## src/rtl/vexriscv_bus_pkg.sv

```systemverilog
// Shared constants, encodings and helpers for the VexRiscv bus bridge.
// Imported by the bridge top and its external-port holding block.
package vexriscv_bus_pkg;

    localparam logic [3:0] EXT_SEL_DEF  = 4'b0111;
    localparam int         PER_PREFIX_W = 24;

    typedef enum logic [1:0] {
        SZ_BYTE = 2'd0,
        SZ_HALF = 2'd1,
        SZ_WORD = 2'd2
    } size_e;

    typedef enum logic {
        ST_IDLE,
        ST_EXT_WAIT
    } dstate_e;

    typedef enum logic [1:0] {
        TGT_RAM,
        TGT_PER,
        TGT_EXT,
        TGT_NONE
    } tgt_e;

    function automatic logic [3:0] wmask(
        input logic [1:0] size,
        input logic [1:0] lsb
    );
        logic [3:0] m;
        case (size)
            SZ_BYTE: m = 4'b0001 << lsb;
            SZ_HALF: m = lsb[1] ? 4'b1100 : 4'b0011;
            default: m = 4'b1111;
        endcase
        return m;
    endfunction

    function automatic tgt_e decode(
        input logic [31:0] a,
        input logic [3:0]  sel
    );
        tgt_e t;
        if (!a[31])
            t = TGT_RAM;
        else if (&a[31:32-PER_PREFIX_W])
            t = TGT_PER;
        else if ((&a[31:17]) && a[16:13] == sel)
            t = TGT_EXT;
        else
            t = TGT_NONE;
        return t;
    endfunction

endpackage

```

## src/rtl/vexriscv_ext_port.sv

```systemverilog
// Holding registers and timeout counter for one external-bus access.
// The access is held until ext_ready, timeout, or abort.
module vexriscv_ext_port
    import vexriscv_bus_pkg::*;
#(
    parameter int EXT_TIMEOUT = 255
) (
    input  logic        clk,
    input  logic        nrst,
    input  logic        start,
    input  logic        abort,
    input  logic        wr,
    input  logic [15:0] addr,
    input  logic [31:0] wdata,
    input  logic [3:0]  wstrb,
    input  logic        ext_ready,
    output logic        ext_cs,
    output logic        ext_oe,
    output logic [3:0]  ext_wstrb,
    output logic [15:0] ext_addr,
    output logic [31:0] ext_wdata,
    output logic        done,
    output logic        expire
);

    localparam logic [15:0] LAST = 16'(EXT_TIMEOUT - 1);

    logic [15:0] cnt;

    // ext_ready wins over the timeout on the final wait cycle
    assign done   = ext_cs && !abort && ext_ready;
    assign expire = ext_cs && !abort && !ext_ready && cnt == LAST;

    always_ff @(posedge clk or negedge nrst) begin
        if (!nrst) begin
            ext_cs    <= 1'b0;
            ext_oe    <= 1'b0;
            ext_wstrb <= 4'b0;
            ext_addr  <= 16'b0;
            ext_wdata <= 32'b0;
            cnt       <= 16'b0;
        end else if (abort || done || expire) begin
            ext_cs    <= 1'b0;
            ext_oe    <= 1'b0;
            ext_wstrb <= 4'b0;
            cnt       <= 16'b0;
        end else if (start) begin
            ext_cs    <= 1'b1;
            ext_oe    <= !wr;
            ext_wstrb <= wr ? wstrb : 4'b0;
            ext_addr  <= addr;
            ext_wdata <= wdata;
            cnt       <= 16'b0;
        end else if (ext_cs) begin
            cnt <= cnt + 16'd1;
        end
    end

endmodule

```

## src/rtl/vexriscv_bus_bridge.sv

```systemverilog
// Arbitrates VexRiscv iBus/dBus onto on-chip RAM, peripherals and a
// wait-stated external port; the loader owns the RAM in prog_mode.
module vexriscv_bus_bridge
    import vexriscv_bus_pkg::*;
#(
    parameter int         RAM_ADDR_BITS = 14,
    parameter int         EXT_TIMEOUT   = 255,
    parameter logic [3:0] EXT_SEL       = EXT_SEL_DEF
) (
    input  logic                     clk,
    input  logic                     nrst,
    input  logic                     prog_mode,
    input  logic [RAM_ADDR_BITS-1:0] prog_addr,
    input  logic [31:0]              prog_wdata,
    input  logic [3:0]               prog_wstrb,
    output logic [31:0]              prog_rdata,
    input  logic                     ibus_cmd_valid,
    output logic                     ibus_cmd_ready,
    input  logic [31:0]              ibus_cmd_pc,
    output logic                     ibus_rsp_valid,
    output logic                     ibus_rsp_error,
    output logic [31:0]              ibus_rsp_inst,
    input  logic                     dbus_cmd_valid,
    output logic                     dbus_cmd_ready,
    input  logic                     dbus_cmd_wr,
    input  logic [31:0]              dbus_cmd_addr,
    input  logic [31:0]              dbus_cmd_data,
    input  logic [1:0]               dbus_cmd_size,
    output logic                     dbus_rsp_valid,
    output logic                     dbus_rsp_error,
    output logic [31:0]              dbus_rsp_data,
    output logic                     ram_en,
    output logic [RAM_ADDR_BITS-1:0] ram_addr,
    output logic [3:0]               ram_wstrb,
    output logic [31:0]              ram_wdata,
    input  logic [31:0]              ram_rdata,
    output logic                     per_cs,
    output logic                     per_oe,
    output logic [3:0]               per_wstrb,
    output logic [5:0]               per_addr,
    output logic [31:0]              per_wdata,
    input  logic [31:0]              per_rdata,
    output logic                     ext_cs,
    output logic                     ext_oe,
    output logic [3:0]               ext_wstrb,
    output logic [15:0]              ext_addr,
    output logic [31:0]              ext_wdata,
    input  logic [31:0]              ext_rdata,
    input  logic                     ext_ready,
    output logic                     bus_err
);

    logic        run;
    dstate_e     state;
    tgt_e        d_tgt;
    logic [3:0]  d_mask;
    logic        d_acc;
    logic        d_ram;
    logic        i_acc;
    logic        i_ram;
    logic        ext_start;
    logic        ext_done;
    logic        ext_expire;
    logic        i_vld;
    logic        i_err;
    logic        d_vld;
    logic        d_err;
    logic        d_from_ram;
    logic [31:0] d_data;
    logic        unused_pc;

    assign unused_pc = ^ibus_cmd_pc;

    assign d_tgt  = decode(dbus_cmd_addr, EXT_SEL);
    assign d_mask = wmask(dbus_cmd_size, dbus_cmd_addr[1:0]);

    // run holds both buses off for the first cycle out of reset
    assign dbus_cmd_ready = run && !prog_mode && state == ST_IDLE;
    assign d_acc          = dbus_cmd_valid && dbus_cmd_ready;
    assign d_ram          = d_acc && d_tgt == TGT_RAM;
    assign ibus_cmd_ready = run && !prog_mode && !d_ram;
    assign i_acc          = ibus_cmd_valid && ibus_cmd_ready;
    assign i_ram          = i_acc && !ibus_cmd_pc[31];
    assign ext_start      = d_acc && d_tgt == TGT_EXT;

    always_comb begin
        ram_en    = 1'b0;
        ram_addr  = '0;
        ram_wstrb = 4'b0;
        ram_wdata = 32'b0;
        if (run && prog_mode) begin
            ram_en    = 1'b1;
            ram_addr  = prog_addr;
            ram_wstrb = prog_wstrb;
            ram_wdata = prog_wdata;
        end else if (d_ram) begin
            ram_en    = 1'b1;
            ram_addr  = dbus_cmd_addr[RAM_ADDR_BITS+1:2];
            ram_wstrb = dbus_cmd_wr ? d_mask : 4'b0;
            ram_wdata = dbus_cmd_data;
        end else if (i_ram) begin
            ram_en   = 1'b1;
            ram_addr = ibus_cmd_pc[RAM_ADDR_BITS+1:2];
        end
    end

    assign prog_rdata = ram_rdata;

    assign per_cs    = d_acc && d_tgt == TGT_PER;
    assign per_oe    = per_cs && !dbus_cmd_wr;
    assign per_wstrb = (per_cs && dbus_cmd_wr) ? d_mask : 4'b0;
    assign per_addr  = dbus_cmd_addr[7:2];
    assign per_wdata = dbus_cmd_data;

    vexriscv_ext_port #(
        .EXT_TIMEOUT(EXT_TIMEOUT)
    ) u_ext (
        .clk      (clk),
        .nrst     (nrst),
        .start    (ext_start),
        .abort    (prog_mode),
        .wr       (dbus_cmd_wr),
        .addr     (dbus_cmd_addr[15:0]),
        .wdata    (dbus_cmd_data),
        .wstrb    (d_mask),
        .ext_ready(ext_ready),
        .ext_cs   (ext_cs),
        .ext_oe   (ext_oe),
        .ext_wstrb(ext_wstrb),
        .ext_addr (ext_addr),
        .ext_wdata(ext_wdata),
        .done     (ext_done),
        .expire   (ext_expire)
    );

    always_ff @(posedge clk or negedge nrst) begin
        if (!nrst) begin
            state <= ST_IDLE;
        end else if (prog_mode) begin
            state <= ST_IDLE;
        end else begin
            case (state)
                ST_IDLE:
                    if (ext_start)
                        state <= ST_EXT_WAIT;
                ST_EXT_WAIT:
                    if (ext_done || ext_expire)
                        state <= ST_IDLE;
                default:
                    state <= ST_IDLE;
            endcase
        end
    end

    always_ff @(posedge clk or negedge nrst) begin
        if (!nrst) begin
            run        <= 1'b0;
            i_vld      <= 1'b0;
            i_err      <= 1'b0;
            d_vld      <= 1'b0;
            d_err      <= 1'b0;
            d_from_ram <= 1'b0;
            d_data     <= 32'b0;
            bus_err    <= 1'b0;
        end else begin
            run        <= 1'b1;
            i_vld      <= i_acc;
            i_err      <= i_acc && ibus_cmd_pc[31];
            d_vld      <= 1'b0;
            d_err      <= 1'b0;
            d_from_ram <= 1'b0;
            d_data     <= 32'b0;
            if (d_acc && !dbus_cmd_wr) begin
                case (d_tgt)
                    TGT_RAM: begin
                        d_vld      <= 1'b1;
                        d_from_ram <= 1'b1;
                    end
                    TGT_PER: begin
                        d_vld  <= 1'b1;
                        d_data <= per_rdata;
                    end
                    TGT_NONE: begin
                        d_vld <= 1'b1;
                        d_err <= 1'b1;
                    end
                    default: ;
                endcase
            end
            if (ext_done && ext_oe) begin
                d_vld  <= 1'b1;
                d_data <= ext_rdata;
            end
            if (ext_expire && ext_oe) begin
                d_vld <= 1'b1;
                d_err <= 1'b1;
            end
            if (ext_expire || (d_acc && dbus_cmd_wr && d_tgt == TGT_NONE))
                bus_err <= 1'b1;
        end
    end

    // outputs are masked the cycle prog_mode rises
    assign ibus_rsp_valid = i_vld && !prog_mode;
    assign ibus_rsp_error = i_err && !prog_mode;
    assign ibus_rsp_inst  = (i_vld && !i_err) ? ram_rdata : 32'b0;
    assign dbus_rsp_valid = d_vld && !prog_mode;
    assign dbus_rsp_error = d_err && !prog_mode;
    assign dbus_rsp_data  = d_from_ram ? ram_rdata : d_data;

endmodule

```

## config.mk

```make
export PLATFORM = sky130hd
export DESIGN_NAME = vexriscv_bus_bridge
export DESIGN_NICKNAME = d
export VERILOG_FILES = /design/src/rtl/vexriscv_bus_pkg.sv /design/src/rtl/vexriscv_ext_port.sv /design/src/rtl/vexriscv_bus_bridge.sv
export SDC_FILE = /design/constraint.sdc
export NUM_CORES = 1
export LEC_CHECK = 0
export CORE_AREA = 8 8 187 189
export CTS_CLUSTER_SIZE = 10
export DETAILED_ROUTE_END_ITERATION = 16
export DIE_AREA = 0 0 195 197
export PLACE_DENSITY = 0.58
export SLEW_MARGIN = 10
export SYNTH_ARGS = -nofsm -noshare
export SYNTH_HDL_FRONTEND = slang
export SYNTH_SLANG_ARGS = --single-unit
export TNS_END_PERCENT = 100
```

## constraint.sdc

```tcl
create_clock -name clk -period 4 [get_ports clk]
set_clock_uncertainty 0.05 [all_clocks]
set_input_delay 0.6 -clock clk [delete_from_list [all_inputs] [get_ports clk]]
set_output_delay 0.6 -clock clk [all_outputs]
set_load 0.05 [all_outputs]
```

==> flow_results.xml <==
<?xml version="1.0" encoding="UTF-8"?>
<metrics>
  <group name="floorplanning">
    <metric name="floorplan.die.width" unit="µm">195</metric>
    <metric name="core_area" unit="µm²">32000</metric>
    <metric name="initial_utilization" unit="">0.201</metric>
    <metric name="die_area" unit="µm²">38400</metric>
    <metric name="die_h" unit="µm">197</metric>
    <metric name="rows" unit="">66</metric>
    <metric name="floorplan.io_pins" unit="">503</metric>
  </group>
  <group name="yosys">
    <metric name="ys_ff_latch" unit="">110</metric>
    <metric name="synthesis.instances" unit="">646</metric>
    <metric name="syn_avg_cell_area" unit="µm²">9.96</metric>
    <metric name="yosys-top-cells-count" unit="">sky130_fd_sc_hd__dfrtp_1 (110), sky130_fd_sc_hd__nand2_1 (76), sky130_fd_sc_hd__buf_4 (71), sky130_fd_sc_hd__mux2_2 (61), sky130_fd_sc_hd__o21ai_0 (41)</metric>
    <metric name="post_synth_top_area_cell" unit="">sky130_fd_sc_hd__dfrtp_1</metric>
    <metric name="synth.cell_area" unit="µm²">6430</metric>
    <metric name="syn-num-nets" unit="">899</metric>
    <metric name="ys_seq_area_frac" unit="">0.428</metric>
    <metric name="synth.most_common_cell" unit="">sky130_fd_sc_hd__dfrtp_1</metric>
    <metric name="synth-edff-count" unit="">0</metric>
    <metric name="synthFlopType" unit="">sky130_fd_sc_hd__dfrtp_1</metric>
    <metric name="portion_of_synthesized_cell_area_occupied_by_the_leading_cell_type" unit="">0.428</metric>
    <metric name="postSynth.asyncResetShare" unit="">1.00</metric>
    <metric name="yosys_warnings" unit="">0</metric>
    <metric name="yosys.cell_types.count" unit="">43</metric>
    <metric name="yosys-top-cells-area" unit="">sky130_fd_sc_hd__dfrtp_1 (43%), sky130_fd_sc_hd__mux2_2 (11%), sky130_fd_sc_hd__buf_4 (8.3%)</metric>
  </group>
  <group name="worst_setup_path">
    <metric name="cp_data_required_time" unit="ns">3.35</metric>
    <metric name="critical_path_class" unit="">in2out</metric>
    <metric name="worstPathArrival" unit="ns">2.89</metric>
    <metric name="crit_path_start_kind" unit="">primary input</metric>
    <metric name="worst_setup_path_end_kind" unit="">primary output</metric>
    <metric name="critical_path.max_fanout" unit="">15</metric>
    <metric name="r2r_setup_slack" unit="ns">1.30</metric>
  </group>
  <group name="finish">
    <metric name="post_route_cells_drive_above_1_share" unit="">0.167</metric>
    <metric name="nNetsFinal" unit="">1302</metric>
    <metric name="flow.area_growth_from_synthesis" unit="%">87.7</metric>
    <metric name="postLayoutCellArea" unit="µm²">12100</metric>
    <metric name="finish.utilization" unit="">0.377</metric>
  </group>
  <group name="sta">
    <metric name="report.final.hold_viol_count" unit="">0</metric>
    <metric name="clock.fmax" unit="MHz">282</metric>
    <metric name="slew_viol_final" unit="">0</metric>
    <metric name="fin_crit" unit="ns">3.54</metric>
    <metric name="max_slew.worst_pin.slew" unit="ns">0.916</metric>
    <metric name="timing.final.crit_share" unit="">0.886</metric>
    <metric name="grt_setup_unrepaired" unit="">no</metric>
    <metric name="setup_total_negative_slack" unit="ns">0</metric>
    <metric name="setup_viol_count_final" unit="">0</metric>
    <metric name="slew_limit_headroom" unit="">0.390</metric>
  </group>
  <group name="global_routing">
    <metric name="grt_pass1_vias" unit="">6976</metric>
    <metric name="grt.overflow.total" unit="">0</metric>
    <metric name="global_route_wire_length_before_repair" unit="mm">47.6</metric>
    <metric name="grt_max_degree" unit="">65</metric>
    <metric name="grt_antenna_before_repair" unit="">4</metric>
    <metric name="grt_use_total" unit="">0.165</metric>
  </group>
  <group name="power">
    <metric name="power.density_cell_area" unit="nW/µm²">253</metric>
    <metric name="vdd_ir_drop_max" unit="mV">0.158</metric>
    <metric name="p_leak" unit="µW">0.00526</metric>
  </group>
  <group name="cts">
    <metric name="insertion_delay_of_the_later_clocked_pin_in_the_worst_skew_pair" unit="ns">0.36</metric>
    <metric name="clk_pin_slew" unit="ns">0.09</metric>
    <metric name="numCtsBuffers" unit="">9</metric>
    <metric name="clockRootBuffer" unit="">sky130_fd_sc_hd__clkbuf_16</metric>
    <metric name="cts_max_path_buffers" unit="">2</metric>
    <metric name="tritoncts_clock_tree" unit="">built</metric>
    <metric name="post_cts.resized_instances" unit="">0</metric>
    <metric name="clkSinkCount" unit="">110</metric>
    <metric name="post-cts-setup-buffer-count" unit="">0</metric>
    <metric name="cts-htree-levels" unit="">3</metric>
    <metric name="cts-hold-fix-buffers" unit="">0</metric>
  </group>
  <group name="run">
    <metric name="max_capacitance_violation_count" unit="">0</metric>
  </group>
  <group name="placed_design">
    <metric name="port_buffers" unit="">485</metric>
    <metric name="gpl.final_weighted_congestion" unit="">0.839</metric>
    <metric name="dpl_cell_area" unit="µm²">11800</metric>
    <metric name="dp.final_hpwl" unit="mm">26.9</metric>
  </group>
  <group name="status">
    <metric name="outcome" unit="">completed</metric>
  </group>
  <group name="detailed_routing">
    <metric name="drtIter0Drc" unit="">324</metric>
    <metric name="detail_route.vias_per_cell" unit="">4.35</metric>
    <metric name="route.antenna.remaining_nets" unit="">0</metric>
    <metric name="post_drt_wl_per_cell" unit="µm">22.4</metric>
    <metric name="routed_wl" unit="mm">32.7</metric>
    <metric name="via_count" unit="">6363</metric>
    <metric name="drt_pass1_iterations" unit="">5</metric>
    <metric name="detail_route.drc_violations" unit="">0</metric>
  </group>
  <group name="min_path">
    <metric name="class_of_the_worst_hold_path" unit="">in2async</metric>
  </group>
</metrics>
==> cells in the final DEF (no fill, tap or decap), types with 2 or more instances in the layout <==
cell type / n
sky130_fd_sc_hd__nand2_1: 76
sky130_fd_sc_hd__nand4_1: 12
sky130_fd_sc_hd__nor2_1: 38
sky130_fd_sc_hd__ha_1: 2
sky130_fd_sc_hd__inv_8: 2
sky130_fd_sc_hd__nor3_1: 3
sky130_fd_sc_hd__o21ai_0: 41
sky130_fd_sc_hd__xnor2_1: 4
sky130_fd_sc_hd__buf_12: 52
sky130_fd_sc_hd__a22o_1: 33
sky130_fd_sc_hd__clkbuf_16: 9
sky130_fd_sc_hd__nor3b_1: 2
sky130_fd_sc_hd__clkinv_8: 2
sky130_fd_sc_hd__mux2_2: 61
sky130_fd_sc_hd__mux2i_1: 2
sky130_fd_sc_hd__nand2b_1: 8
sky130_fd_sc_hd__and3_1: 2
sky130_fd_sc_hd__buf_4: 19
sky130_fd_sc_hd__o211ai_1: 2
sky130_fd_sc_hd__inv_1: 21
sky130_fd_sc_hd__dfrtp_1: 110
sky130_fd_sc_hd__mux2_4: 17
sky130_fd_sc_hd__or2_2: 2
sky130_fd_sc_hd__nand3_1: 10
sky130_fd_sc_hd__and2_1: 34
sky130_fd_sc_hd__xor2_1: 11
sky130_fd_sc_hd__and4_1: 4
sky130_fd_sc_hd__a222oi_1: 14
sky130_fd_sc_hd__a21oi_1: 5
sky130_fd_sc_hd__nor4_1: 2
sky130_fd_sc_hd__nor2b_1: 6
sky130_fd_sc_hd__nor4b_2: 2
sky130_fd_sc_hd__clkdlybuf4s50_1: 429
==> cell families after synthesis <==
group           Yosys count  share of synthesized area
buf+inv                 129                      0.120
flops                   110                      0.428
compound gates           99                      0.111
simple gates            210                      0.167
fa+ha+maj                 2                    0.00389
xor+xnor                 15                     0.0204
mux                      80                      0.150
other cells               1                   0.000583
==> metrics by stage <==
stage | power [µW] | cells | setup WS [ns] | hold WS (ns)
2_1_floorplan | 1560 | 646 | 0.932 | 0.254
3_3_place_gp | 2080 | 1446 | 0.500 | 0.401
3_5_place_dp | 2080 | 1446 | 0.443 | 0.401
4_1_cts | 3120 | 1462 | 0.432 | 0.322
5_1_grt | 3180 | 1463 | 0.298 | 0.352
6_report | 3050 | 1463 | 0.456 | 0.284
==> registers in the layout, indices dropped and copies added, names as in the netlist <==
name / count
d_err: 1
i_err: 1
u_ext.ext_oe: 1
u_ext.ext_cs: 1
u_ext.ext_addr: 16
u_ext.ext_wstrb: 4
i_vld: 1
d_vld: 1
d_from_ram: 1
u_ext.ext_wdata: 32
run: 1
d_data: 32
bus_err: 1
u_ext.cnt: 16
state: 1
==> final timing paths <==
check                                          startpoint                               to  depth (start not counted)
hold / removal                                       nrst  u_ext.ext_wdata[18]$_DFFE_PN0P_                          1
min in group clk           u_ext.ext_addr[14]$_DFFE_PN0P_   u_ext.ext_addr[14]$_DFFE_PN0P_                          1
hold reg to reg            u_ext.ext_addr[14]$_DFFE_PN0P_   u_ext.ext_addr[14]$_DFFE_PN0P_                          1
setup / recovery                           dbus_cmd_valid                     ram_addr[13]                          7
setup reg to reg                 u_ext.cnt[0]$_DFFE_PN0P_  u_ext.ext_wdata[26]$_DFFE_PN0P_                          7
max in group asynchronous                            nrst  u_ext.ext_wdata[17]$_DFFE_PN0P_                          2
==> layer usage <==
layer | vias to the layer above | track usage | wire (µm)
met3 | 28 | 0.0810 | 3770
li1 | 2979 | - | -
met5 | - | 0 | 23
met2 | 343 | 0.301 | 16800
met1 | 3009 | 0.166 | 11500
met4 | 4 | 0.0393 | 562
==> worst max-delay path: stages <==
cell,delay (ns)
sky130_fd_sc_hd__clkdlybuf4s50_1,0.53
sky130_fd_sc_hd__nor3b_1,0.21
sky130_fd_sc_hd__nor3b_1,0.10
sky130_fd_sc_hd__and2b_1,0.44
sky130_fd_sc_hd__a222oi_1,0.66
sky130_fd_sc_hd__inv_1,0.15
sky130_fd_sc_hd__buf_12,0.18
==> report_power, final <==
| group | switching, µW | internal (µW) | leakage (µW) |
|---|---|---|---|
| Clock | 496 | 510 | 0.000156 |
| Sequential | 2.04 | 1110 | 0.00153 |
| Combinational | 502 | 431 | 0.00358 |
==> layout make-up <==
| type | count | area (µm²) |
|---|---|---|
| antenna | 1 | 2.50 |
| tap | 408 | 510 |
| inverter | 21 | 78.8 |
| fill | 3213 | 20000 |
| multi-input combinational | 407 | 2930 |
| timing repair buffer | 500 | 5480 |
| clock inverter | 7 | 101 |
| clock buffer | 9 | 225 |
| sequential | 110 | 2750 |
No activity file was read; power rests on OpenSTA's default activity.
